$ cat config.mk
export PLATFORM = sky130hd
export DESIGN_NAME = seq_mul_param
export DESIGN_NICKNAME = d
export VERILOG_FILES = /design/src/rtl/seq_mul_pkg.sv /design/src/rtl/seq_mul_addsub.sv /design/src/rtl/seq_mul_param.sv
export SDC_FILE = /design/constraint.sdc
export NUM_CORES = 1
export LEC_CHECK = 0
export ABC_AREA = 1
export BUFFER_PORTS_ARGS = -buffer_cell sky130_fd_sc_hd__buf_2
export CORE_MARGIN = 3
export CORE_UTILIZATION = 30
export DETAILED_ROUTE_END_ITERATION = 10
export GPL_ROUTABILITY_DRIVEN = 0
export PLACE_DENSITY = 0.57
export SLEW_MARGIN = 40
export SYNTH_ARGS = -nofsm -noshare
export SYNTH_HDL_FRONTEND = slang
export SYNTH_SLANG_ARGS = --single-unit
$ cat constraint.sdc
create_clock -name clk -period 7 [get_ports clk]
set_input_delay 1.05 -clock clk [delete_from_list [all_inputs] [get_ports clk]]
set_output_delay 1.05 -clock clk [all_outputs]
set_load 0.01 [all_outputs]
$ cat src/rtl/seq_mul_pkg.sv
// Shared types and constants for the seq_mul_param iterative multiplier.
// Optional signed mode is controlled by the SEQ_MUL_SIGNED_EN macro.
package seq_mul_pkg;

  localparam int MAX_WIDTH = 32;

  typedef enum logic [1:0] {
    IDLE = 2'd0,
    RUN  = 2'd1,
    DONE = 2'd2
  } state_t;

  // The counter has to reach WIDTH itself, so it needs WIDTH+1 codes.
  function automatic int cnt_width(input int w);
    return $clog2(w + 1);
  endfunction

endpackage

$ cat src/rtl/seq_mul_addsub.sv
// (WIDTH+1)-bit ripple adder/subtractor built from fa cells, producing the
// low WIDTH sum bits and the bit shifted into the accumulator MSB.
// When SEQ_MUL_SIGNED_EN is undefined the parent ties sub and sign_ext low.
module fa (
  input  logic a,
  input  logic b,
  input  logic cin,
  output logic s,
  output logic cout
);
  assign s    = a ^ b ^ cin;
  assign cout = (a & b) | (cin & (a ^ b));
endmodule

module seq_mul_addsub #(
  parameter int WIDTH = 8
) (
  input  logic [WIDTH-1:0] a,
  input  logic [WIDTH-1:0] b,
  input  logic             add_en,
  input  logic             sub,
  input  logic             sign_ext,
  output logic [WIDTH-1:0] sum,
  output logic             shift_in
);

  logic [WIDTH:0] a_ext;
  logic [WIDTH:0] b_ext;
  logic [WIDTH:0] b_sel;
  logic [WIDTH:0] s_full;
  logic [WIDTH+1:0] carry;

  // Sign extension to WIDTH+1 bits keeps the signed sum from ever overflowing,
  // so its top bit is the true sign; in unsigned mode it is the carry.
  assign a_ext = {sign_ext & a[WIDTH-1], a};
  assign b_ext = {sign_ext & b[WIDTH-1], b};
  assign b_sel = sub ? ~b_ext : (add_en ? b_ext : '0);
  assign carry[0] = sub;

  genvar i;
  generate
    for (i = 0; i <= WIDTH; i++) begin : g_fa
      fa u_fa (
        .a    (a_ext[i]),
        .b    (b_sel[i]),
        .cin  (carry[i]),
        .s    (s_full[i]),
        .cout (carry[i+1])
      );
    end
  endgenerate

  assign sum      = s_full[WIDTH-1:0];
  assign shift_in = s_full[WIDTH];

endmodule

$ cat src/rtl/seq_mul_param.sv
// Parametrised shift-add multiplier, one partial product per clock, with a
// start/busy/done handshake. SEQ_MUL_SIGNED_EN adds an is_signed input.
module seq_mul_param
  import seq_mul_pkg::*;
#(
  parameter int WIDTH = 8,
  parameter int CNT_W = cnt_width(WIDTH)
) (
  input  logic               clk,
  input  logic               reset,
  input  logic               start,
  input  logic [WIDTH-1:0]   mul_a,
  input  logic [WIDTH-1:0]   mul_b,
`ifdef SEQ_MUL_SIGNED_EN
  input  logic               is_signed,
`endif
  output logic               busy,
  output logic               done,
  output logic [2*WIDTH-1:0] prod
);

  generate
    if (WIDTH < 2 || WIDTH > MAX_WIDTH) begin : g_bad_width
      $error("seq_mul_param: WIDTH out of range");
    end
  endgenerate

  state_t state, state_next;

  logic [WIDTH-1:0]   mcand;
  logic [2*WIDTH-1:0] acc;
  logic [2*WIDTH-1:0] acc_step;
  logic [CNT_W-1:0]   count;
  logic               load;
  logic               step;
  logic               last;
  logic               signed_mode;
  logic               sub;
  logic [WIDTH-1:0]   sum;
  logic               shift_in;

`ifdef SEQ_MUL_SIGNED_EN
  logic signed_q;

  always_ff @(posedge clk or posedge reset) begin
    if (reset) begin
      signed_q <= 1'b0;
    end else if (load) begin
      signed_q <= is_signed;
    end
  end

  assign signed_mode = signed_q;
`else
  assign signed_mode = 1'b0;
`endif

  assign last = (count == CNT_W'(WIDTH - 1));
  // The multiplier MSB carries negative weight, hence subtract on the last step.
  assign sub  = signed_mode & last & acc[0];

  seq_mul_addsub #(.WIDTH(WIDTH)) u_addsub (
    .a        (acc[2*WIDTH-1:WIDTH]),
    .b        (mcand),
    .add_en   (acc[0]),
    .sub      (sub),
    .sign_ext (signed_mode),
    .sum      (sum),
    .shift_in (shift_in)
  );

  assign acc_step = {shift_in, sum, acc[WIDTH-1:1]};

  always_ff @(posedge clk or posedge reset) begin
    if (reset) begin
      state <= IDLE;
    end else begin
      state <= state_next;
    end
  end

  always_comb begin
    state_next = state;
    load       = 1'b0;
    step       = 1'b0;
    case (state)
      IDLE: begin
        if (start) begin
          load       = 1'b1;
          state_next = RUN;
        end
      end
      RUN: begin
        step = 1'b1;
        if (last) begin
          state_next = DONE;
        end
      end
      DONE: begin
        if (start) begin
          load       = 1'b1;
          state_next = RUN;
        end else begin
          state_next = IDLE;
        end
      end
      default: state_next = IDLE;
    endcase
  end

  assign busy = (state == RUN);
  assign done = (state == DONE);

  // prod is only written on the step that enters DONE, so it holds otherwise.
  always_ff @(posedge clk or posedge reset) begin
    if (reset) begin
      mcand <= '0;
      acc   <= '0;
      count <= '0;
      prod  <= '0;
    end else if (load) begin
      mcand <= mul_a;
      acc   <= {{WIDTH{1'b0}}, mul_b};
      count <= '0;
    end else if (step) begin
      acc   <= acc_step;
      count <= count + 1'b1;
      if (last) begin
        prod <= acc_step;
      end
    end
  end

endmodule

==> flow_summary.ini, run 1 <==
[sta]
rsz0062_at_grt = false
post-route-period-util_pct = 55.10
tightest_slew_ns = 0.5664
finClkSkew_ns = 0.008911
drv_slew = 0
setup_viol = 0
finalHoldViolations = 0
fin_setup_tns_ns = 0
max_freq_mhz = 259.3
maxSlewHeadroom_pct = 62.24
period_minus_slack_ns = 3.857

[drt]
drtPass1Iterations = 4
drt_iter0_drc = 49
vias = 1478
vias_per_cell = 4.060
routed_wl_um = 4060
drc = 0
detail_route.wl_per_cell_um = 11.15
ant_nets = 0

[hold_path]
hp-class = flip-flop to flip-flop

[synthesis]
yosys.area.top_type_share_pct = 52.75
avgSynthCellArea_sq_um = 9.365
synth_fp_nets = 261
synth_fa_ha_area_share_pct = 7.569
ys_ff_latch = 46
syn_area_sq_um = 2182
synth_top_family_by_area = simple AND/OR/NAND/NOR gates
ys_warn_count = 0
yosysTopAreaCell = dfrtp_1
synth_cell_types = 21
synth_area_leaders = dfrtp_1 53%, nand2_1 17%, fa_1 6.4%
synth.area.mux_share_pct = 0
synth_compound_gate_area_share_pct = 9.404
synthXorXnorAreaFrac_pct = 0
synth-simple-area-share_pct = 20.53
syn_inst = 233
ys_seq_area_share_pct = 52.75

[cells_and_area]
post-route-util_pct = 36.27
antenna_cells = 0
n_fill_cell = 745
postLayoutCellArea_sq_um = 2505
drive_above_1_share_pct = 25.37
layout_common_cells = 96 x nand2_1, 46 x dfrtp_1, 36 x buf_2
syn_to_final_growth_pct = 14.79
final_common_cell = nand2_1
nNetsFinal = 295

[critical_path]
path_class = flip-flop to flip-flop
cp.required_ns = 7.18
critPathLaunchType = flip-flop
critPathCaptureType = flip-flop
cp.arrival_ns = 4.03
cp_max_fo = 9

[clock_tree]
clock_path_buffers = 2
cts_resized = 0
clk_latency_ns = 0.29
cts_hold_buffers = 0
clk_pin_slew_worst_paths_ns = 0.08
post_cts_buffers = 0
clock-sinks = 46
root_buffer = clkbuf_8
cts_max_level = 2
cts_buffers = 5
cts_tree = done

[die]
initial_core_util_pct = 31.59
rows = 30
core-area_sq_um = 6907
die_area_sq_um = 8333
num_io_pins = 37
dieHeight_um = 91.29
die_w_um = 91.29

[grt]
grt_max_degree = 47
grt_first_pass_wirelength_um = 6996
grt_pass1_vias = 1473
antenna_found_initial = 0
grt_overflow = 0
track_usage_pct = 10.36

[flow_run]
drv_cap = 0

[placement]
portBuffers = 36
hpwlAfterDp_um = 2929
placed_area_sq_um = 2399

[status]
status = finished, final reports clean

[power_and_ir_drop]
leakage_nw = 1.310
vdd_drop_max_uv = 94.77
p_per_area_nw_per_um2 = 456.1
-- final cells by class --
type                       instances  area (sq um)  area share [%]
sequential                        46          1151           45.95
multi-input combinational        145         818.3           32.67
timing repair buffer              36         180.2           7.193
inverter                          33         128.9           5.145
tap                               96         120.1           4.795
clock buffer                       7         76.32           3.047
clock inverter                     1         30.03           1.199
-- layer usage --
layer	GRT usage [%]	wire, um
met5	0	0
met4	3.769	61
met3	2.817	167
met2	16.06	1817
met1	13.87	2014
-- final timing paths --
path / from / to / depth (start not counted) / slack [ns]
min in group asynchronous: reset / prod[8] / 2 / 0.83
max: acc[0] / acc[14] / 12 / 3.14
max in group asynchronous: reset / acc[8] / 2 / 5.79
max reg2reg: acc[0] / acc[14] / 12 / 3.14
min reg2reg: prod[2] / prod[2] / 2 / 0.48
min: prod[2] / prod[2] / 2 / 0.48
-- state kept, by name, summed over array words and instances, names as in the netlist --
signal	cells
state	2
count	4
prod	16
mcand	8
acc	16
-- where the power goes --
group / total [mW] / switching (mW) / internal (mW)
Clock: 0.190 / 0.0831 / 0.107
Combinational: 0.486 / 0.298 / 0.188
Sequential: 0.466 / 0.0766 / 0.390
-- worst max-delay path: stages, from the launching register on --
cell and delay, ns:
dfrtp_1 0.49, nand2_1 0.08, inv_1 0.06, ha_1 0.13
inv_1 0.05, fa_1 0.37, fa_1 0.39, fa_1 0.39
fa_1 0.38, fa_1 0.38, fa_1 0.39, fa_1 0.54
o22ai_1 0.10
-- cell families (layout without fill, tap and decap cells) --
group | count (synthesis) | after routing
buf+inv | 42 | 77
compound gates | 28 | 28
fa+ha+maj | 9 | 9
flops | 46 | 46
simple gates | 108 | 108
-- cell usage after synthesis (all sizes together) --
cell type  instances
nand2            101
inv               33
clkbuf             1
nand3              2
o21ai             20
dfrtp             46
o22ai              7
buf                8
ha                 2
fa                 7
a21oi              1
nor2               5
-- stage by stage --
step                power, mW  hold slack [ns]  cells  setup slack [ns]
CTS                     1.162           0.4845    364             3.144
floorplan              0.8578           0.4492    233             3.295
global route            1.254           0.5107    364             2.959
finish                  1.143           0.4808    364             3.143
global placement       0.9579           0.4631    356             3.199
detailed placement     0.9689           0.4642    356             3.158
Power figures use the tool's default switching activity.
==> run 2: changes to the inputs <==
Settings changed: ABC_AREA 1 to 0, PLACE_DENSITY 0.57 to 0.59.
Clock period 7 ns to 3.2 ns, I/O delays scaled along.
==> run 2 against run 1 <==
  * Power grew 130%
  * Worst hold slack worse by 0.33 ns
  * Combinational power is 110% higher
  * Area after synthesis shrank 5.4%
  * Wire length is 3.6% higher
  * Critical path depth is 1 lower
  * Flip-flop and latch count unchanged
  * Setup slack lost 3.4 ns
  * Global-route usage rose by 1.4 points
  * The flow now finishes with violations (negative setup slack)
  * Clock skew decreased by 0.0018 ns
  * Largest cell class unchanged
  * Via count decreased by 5.8%
  * Sequential power up 120%
==> flow_summary.ini, run 2 <==
[status]
status = finished, violations left
violations = negative setup slack

[grt]
grt_max_degree = 25
use_met2_pct = 16.40
grt_overflow = 0
use_met1_pct = 16.99
grt.busiest_layer = met1
track_usage_pct = 11.74
antenna_found_initial = 0
grt_pass1_vias = 1418
met3_usage_pct = 3.594
grt_first_pass_wirelength_um = 7107

[power_and_ir_drop]
power_frac_seq_pct = 39.5
power_frac_clock_pct = 20.4
power.internal_mw = 1.655
p_sw_mw = 0.9327
power_mw = 2.588
vdd_drop_max_uv = 430.6
pwr-share-comb_pct = 40.1
leakage_nw = 1.151
p_sw_share_pct = 36.04
p_per_area_nw_per_um2 = 1043

[sta]
drv_slew = 0
finalHoldViolations = 0
rsz0062_at_grt = true
period_minus_slack_ns = 3.431
max_freq_mhz = 291.4
maxSlewHeadroom_pct = 50.39
tightest_slew_ns = 0.7441
post-route-period-util_pct = 107.2
hold_ws_ns = 0.1459
setup_viol = 4
finClkSkew_ns = 0.007074
fin_ws_ns = -0.2314

[placement]
hpwlAfterDp_um = 2908
portBuffers = 36
place_worst_setup_slack_ns = -0.2603
placed_area_sq_um = 2312

[synthesis]
ys_seq_area_share_pct = 55.79
yosysTopAreaCell = dfrtp_1
syn_inst = 180
syn_area_sq_um = 2063
ys_warn_count = 0
ys.flop_type = dfrtp_1
synth_cell_types = 31
synthTopCellsByCount = 46 x dfrtp_1, 40 x nand2_1, 15 x inv_1
post-synth-top-count-cell = dfrtp_1
yosys.area.top_type_share_pct = 55.79
synth_edf_count = 0
synth_fp_nets = 208
ys_ff_latch = 46
synthArstFlopShare_pct = 100.0
avgSynthCellArea_sq_um = 11.46
synth_area_leaders = dfrtp_1 56%, nand2_1 7.3%, fa_1 6.8%

[cells_and_area]
final_common_cell = dfrtp_1
post-route-util_pct = 38.20
postLayoutCellArea_sq_um = 2481
seqCellArea_sq_um = 1151
layout_common_cells = 46 x dfrtp_1, 40 x nand2_1, 36 x buf_2
nNetsFinal = 245
syn_to_final_growth_pct = 20.25
antenna_cells = 0
multi_input_area_sq_um = 814.5
drive_above_1_share_pct = 33.03
reg_top3 = acc x16, prod x16, mcand x8
n_fill_cell = 632

[flow_run]
drv_cap = 0

[die]
num_io_pins = 37
die_w_um = 88.93
die_area_sq_um = 7909
initial_core_util_pct = 31.77
rows = 29
core-area_sq_um = 6495
dieHeight_um = 88.93

[drt]
routed_wl_um = 4206
drt_iter0_drc = 76
ant_nets = 0
drc = 0
drtPass1Iterations = 4
detail_route.wl_per_cell_um = 14.26
vias = 1393
vias_per_cell = 4.722

[critical_path]
cp.arrival_ns = 3.60
path_class = flip-flop to flip-flop
rr_endpoint = acc[14]
r2r_start = mcand[0]
critPathCaptureType = flip-flop
cp.required_ns = 3.37
r2r_cells = 11
critPathLaunch = mcand[0]
cp_max_fo = 2
r2r_slack_ns = -0.23
critPathLaunchType = flip-flop

[clock_tree]
cts_tree = done
clk_pin_slew_worst_paths_ns = 0.08
clock-sinks = 46
clk_latency_ns = 0.30
root_buffer = clkbuf_8
cts_buffers = 5
cts_max_level = 2
clock_path_buffers = 2
cts_hold_buffers = 0

[hold_path]
hp-class = input port to asynchronous set/reset pin
-- run 2: per-stage QoR --
stage               cells  TNS, ns
global placement      286  -0.5002
floorplan             180  -0.8135
finish                295  -0.6869
CTS                   295  -0.7393
global route          295   -1.161
detailed placement    286  -0.8003
-- run 2: power by group through the flow --
| stage | Combinational [mW] | Sequential [mW] | Clock (mW) |
|---|---|---|---|
| 4_1_cts | 1.06 | 1.02 | 0.544 |
| 6_report | 1.04 | 1.02 | 0.529 |
| 2_1_floorplan | 0.706 | 1.04 | 0 |
| 3_5_place_dp | 1.04 | 1.03 | 0 |
| 3_3_place_gp | 1.01 | 1.03 | 0 |
| 5_1_grt | 1.19 | 1.06 | 0.566 |
-- run 2: worst max-delay path, stage by stage, from the launching register on --
cell       delay, ns
dfrtp_1         0.35
and2_4          0.15
ha_4            0.11
inv_2           0.03
fa_2            0.34
fa_2            0.36
fa_2            0.34
fa_2            0.34
fa_2            0.34
fa_2            0.34
fa_1            0.51
o2bb2ai_1       0.07
-- run 2: area by class of cell --
cell class | count | share of cell area (%)
Inverter | 16 | 2.673
Clock inverter | 2 | 2.421
Timing Repair Buffer | 40 | 8.472
Multi-Input combinational cell | 108 | 32.83
Clock buffer | 6 | 3.328
Sequential cell | 46 | 46.39
Tap cell | 77 | 3.883
-- run 2: cells by family after synthesis --
logic type	after synthesis	share of synthesized area (%)
AND/OR/NAND/NOR	59	12.74
flip-flops	46	55.79
buffers and inverters	26	6.368
AO/OA/AOI/OAI	23	8.127
multiplexers	17	8.975
adder cells (fa/ha/maj)	9	8.004
-- run 2: how the worst max path moves through the flow --
stage | depth (start not counted) | end
finish | 11 | acc[14]
global route | 11 | acc[14]
floorplan | 12 | prod[14]
detailed placement | 11 | acc[14]
CTS | 11 | acc[14]
global placement | 11 | acc[14]
-- run 2: per-layer routing --
metal | routed length, um | vias up
met5 | 0 | -
met1 | 2051 | 691
met4 | 96 | 0
li1 | - | 664
met2 | 1836 | 31
met3 | 222 | 7
-- run 2: repair_timing --
item,4_1_cts,5_1_grt
gates resized for setup,4,1
endpoints found under the setup margin,4,6
cloned,0,0
buffers inserted,1,0
endpoints found under the hold margin,0,0
pin swaps,1,0
